==> config.mk <==
export PLATFORM = sky130hd
export DESIGN_NAME = ldtu_baseline_detect
export DESIGN_NICKNAME = d
export VERILOG_FILES = /design/src/rtl/ldtu_baseline_detect.sv
export SDC_FILE = /design/constraint.sdc
export NUM_CORES = 1
export LEC_CHECK = 0
export ABC_AREA = 1
export BUFFER_PORTS_ARGS = -buffer_cell sky130_fd_sc_hd__clkbuf_2
export CAP_MARGIN = 20
export CORE_MARGIN = 4
export CORE_UTILIZATION = 40
export CTS_CLUSTER_DIAMETER = 120
export DETAILED_ROUTE_END_ITERATION = 10
export PLACE_DENSITY = 0.68
export SLEW_MARGIN = 20
export SYNTH_ARGS = -nofsm -noshare
export SYNTH_HDL_FRONTEND = slang
export SYNTH_SLANG_ARGS = --single-unit
==> constraint.sdc <==
create_clock -name CLK_ -period 0.8 [get_ports CLK_]
set_input_delay 0.08 -clock CLK_ [delete_from_list [all_inputs] [get_ports CLK_]]
set_output_delay 0.08 -clock CLK_ [all_outputs]
set_load 0.005 [all_outputs]
==> src/rtl/ldtu_baseline_detect.sv <==
// LiTe-DTU baseline/signal classifier: 2-stage aligned delay of sample, flag and orbit.
// Optional hold extension of signal classification enabled by LDTU_BASELINE_HOLD_EN.
module ldtu_baseline_detect #(
  parameter int unsigned NB_BASE = 6,
  parameter int unsigned HOLD    = 2
) (
  input  logic        CLK_,
  input  logic        reset_,
  input  logic        fallback_,
  input  logic        Orbit_in,
  input  logic [12:0] DATA_in,
  output logic [12:0] DATA_out,
  output logic        baseline_flag,
  output logic        Orbit,
  output logic        hold_active
);

  localparam logic [2:0] HoldInit = 3'(HOLD);

  logic [12:0] d1;
  logic        o1;
  logic        is_base;

  // Gain bit set always means signal, whatever the ADC code.
  assign is_base = ~d1[12] && (d1[11:NB_BASE] == '0);

  always_ff @(posedge CLK_ or negedge reset_) begin
    if (!reset_) begin
      d1       <= '0;
      o1       <= 1'b0;
      DATA_out <= '0;
      Orbit    <= 1'b0;
    end else begin
      d1       <= DATA_in;
      o1       <= Orbit_in;
      DATA_out <= d1;
      Orbit    <= o1;
    end
  end

`ifdef LDTU_BASELINE_HOLD_EN
  logic [2:0] hold_cnt;

  // Fallback has priority over a signal sample, so the counter is not loaded then.
  always_ff @(posedge CLK_ or negedge reset_) begin
    if (!reset_) begin
      baseline_flag <= 1'b0;
      hold_cnt      <= '0;
    end else if (fallback_) begin
      baseline_flag <= 1'b0;
      hold_cnt      <= '0;
    end else if (!is_base) begin
      baseline_flag <= 1'b0;
      hold_cnt      <= HoldInit;
    end else if (hold_cnt != '0) begin
      baseline_flag <= 1'b0;
      hold_cnt      <= hold_cnt - 3'd1;
    end else begin
      baseline_flag <= 1'b1;
    end
  end

  assign hold_active = (hold_cnt != '0);
`else
  logic unused_hold;
  assign unused_hold = ^HoldInit;

  always_ff @(posedge CLK_ or negedge reset_) begin
    if (!reset_) begin
      baseline_flag <= 1'b0;
    end else begin
      baseline_flag <= is_base && !fallback_;
    end
  end

  assign hold_active = 1'b0;
`endif

endmodule

==> results.yml <==
worst_setup_path:
  cp_max_fo: 1
  crit_path_end_kind: "output port"
  cp_slowest_cell: "dfrtp_1"
  slowest_delay_ns: 0.38
  crit_buf_inv: 1
  crit_arrival_ns: 0.80
  cp_cell_sequence: "clkbuf_2"
  cp_top_family: "flip-flops"
  path_class: "flip-flop to output port"
  cp.required_ns: 0.72
  critPathLaunchType: "flip-flop"
logic_synthesis:
  muxShareOfSynthArea_pct: 0
  syn_nets: 55
  syn_avg_cell_area_um2: 20.1
  netlist_area_um2: 763
  synth_simple_gate_area_share_pct: 3.44
  yosysSeqAreaShare_pct: 95.1
  synth_compound_area_share_pct: 0
  synth_seq_cells: 29
  synth_cell_types: 5
  synthAdderAreaFrac_pct: 0
  synth_xor_area_share_pct: 0
  yosysWarnings: 0
  syn_inst: 38
  synth_top_family_by_area: "simple AND/OR/NAND/NOR gates"
grt:
  antenna_found_initial: 0
  grt_max_degree: 30
  gr-total-overflow: 0
  grt_pass1_wl_mm: 2.18
  grt_use_total_pct: 12.4
  grt_pass1_vias: 485
cells_and_area:
  antenna_cells: 0
  layout_common_cells: "clkbuf_2 (31), dfrtp_1 (29), dlygate4sd3_1 (16), nor2_1 (5), clkbuf_4 (5)"
  drive_gt1_share_pct: 41.9
  final-seq-area_um2: 726
  area_delta_synth_final_pct: 56.6
  nets: 109
  finish.utilization_pct: 67.7
  final_common_cell: "clkbuf_2"
  nFillCells: 153
  fin_cells: 118
  multi_input_area_um2: 30.0
power:
  p_switching_w: 0.000547
  p_comb_share_pct: 5.9
  p_total_w: 0.00294
  p_leak_nw: 0.600
  p_int_w: 0.00239
  sw_frac_of_total_pct: 18.6
  p_per_area_nw_per_um2: 2460
  pwr-share-clk_pct: 41.0
  ir_worst_vdd_mv: 1.59
  p_seq_share_pct: 53.0
floorplan:
  die_height_um: 51.7
  dieArea_um2: 2670
  start_util_pct: 43.3
  die_w_um: 51.7
  coreArea_um2: 1760
  io_pins: 33
  rows: 15
timing:
  report.final.slew_viol_count: 0
  period_share_pct: 110
  report.final.hold_viol_count: 0
  final.setup.worst_slack_ns: -0.0830
  period_minus_slack_ns: 0.883
  fmax_mhz: 1130
  setup_violations: 15
  skew_ns: 0.00458
  rsz0062_at_grt: "true"
detailed_routing:
  post_drt_wl_per_cell_um: 10.4
  dr_total_vias: 472
  drt-initial-drc-count: 8
  drc: 0
  via_per_inst: 4.00
  drt_first_pass_iters: 4
  wl_mm: 1.23
  final_antenna_net_count: 0
job:
  cap_violations: 0
clocking:
  clock_path_buffers: 2
  htreeDepth: 2
  cts_buffers: 5
  clkSinkCount: 29
  tritoncts: "yes"
  root_buffer: "clkbuf_4"
  insertion_delay_ns: 0.31
  path_clk_slew_ns: 0.09
outcome:
  violations: "negative setup slack"
  status: "complete, but fails checks"
placed_design:
  dp.cells: 94
  finalWeightedCongestion: 0.580
  port_buffers: 31
worst_hold_path:
  hp-class: "input port to asynchronous set/reset pin"
## flip-flops by register name, indices dropped and copies added, names as in the netlist
signal	cells
DATA_out	13
baseline_flag	1
o1	1
d1	13
Orbit	1
## logic make-up (layout without fill, tap and decap cells)
logic type / Yosys count / after routing
buffers and inverters: 1 / 56
DFF: 29 / 29
other: 1 / 1
and+or+nand+nor: 7 / 7
## power by group through the flow
stage	clock network (W)	registers [W]	logic, W
finish	0.00121	0.00156	0.000175
global route	0.00134	0.00156	0.000199
CTS	0.00125	0.00156	0.000179
detailed placement	0	0.00159	0.000117
global placement	0	0.00158	0.000115
floorplan	0	0.00159	0.00000997
## cell usage after synthesis, drive strengths merged
master	number	area, µm²
dfrtp	29	726
nor2	5	18.8
nand2	2	7.51
buf	1	7.51
conb	1	3.75
## final cells by class
type | instances | share of cell area [%]
multi-input combinational | 8 | 2.51
tap | 25 | 2.62
timing repair buffer | 48 | 27.0
clock inverter | 1 | 2.51
sequential | 29 | 60.7
clock buffer | 7 | 4.61
## path summary, 6_finish.rpt
kind / from / to / slack (ns) / cells after the start
setup / recovery: baseline_flag$_DFF_PN0_ / baseline_flag / -0.08 / 1
max in group asynchronous: reset_ / Orbit$_DFF_PN0_ / 0.25 / 3
setup reg to reg: d1[7]$_DFF_PN0_ / baseline_flag$_DFF_PN0_ / 0.10 / 3
hold / removal: reset_ / DATA_out[9]$_DFF_PN0_ / 0.30 / 3
min in group CLK_: d1[5]$_DFF_PN0_ / DATA_out[5]$_DFF_PN0_ / 0.35 / 0
hold reg to reg: d1[5]$_DFF_PN0_ / DATA_out[5]$_DFF_PN0_ / 0.35 / 0
## repair_timing
item / CTS / global route
resized for setup: 0 / 0
hold buffers: 16 / 0
endpoints found under the hold margin: 44 / 0
setup buffers: 0 / 0
endpoints found under the setup margin: 15 / 15
## through the flow
step	setup TNS, ns	area, µm²	setup slack [ns]	hold slack (ns)
6_report	-0.974	1190	-0.0830	0.298
5_1_grt	-1.73	1190	-0.133	0.309
4_1_cts	-1.31	1190	-0.0991	0.299
3_5_place_dp	0	950	0.117	0.103
3_3_place_gp	0	950	0.113	0.0899
2_1_floorplan	0	763	0.157	-0.216
## per-layer routing
| layer | part of all wire, % | vias up | GRT usage [%] |
|---|---|---|---|
| li1 | - | 223 | - |
| met1 | 32 | 225 | 12.2 |
| met2 | 56 | 22 | 19.9 |
| met3 | 11 | 2 | 8.60 |
| met4 | 0.98 | 0 | 5.24 |
| met5 | 0 | - | 0 |
(Power assumes the default switching activity.)
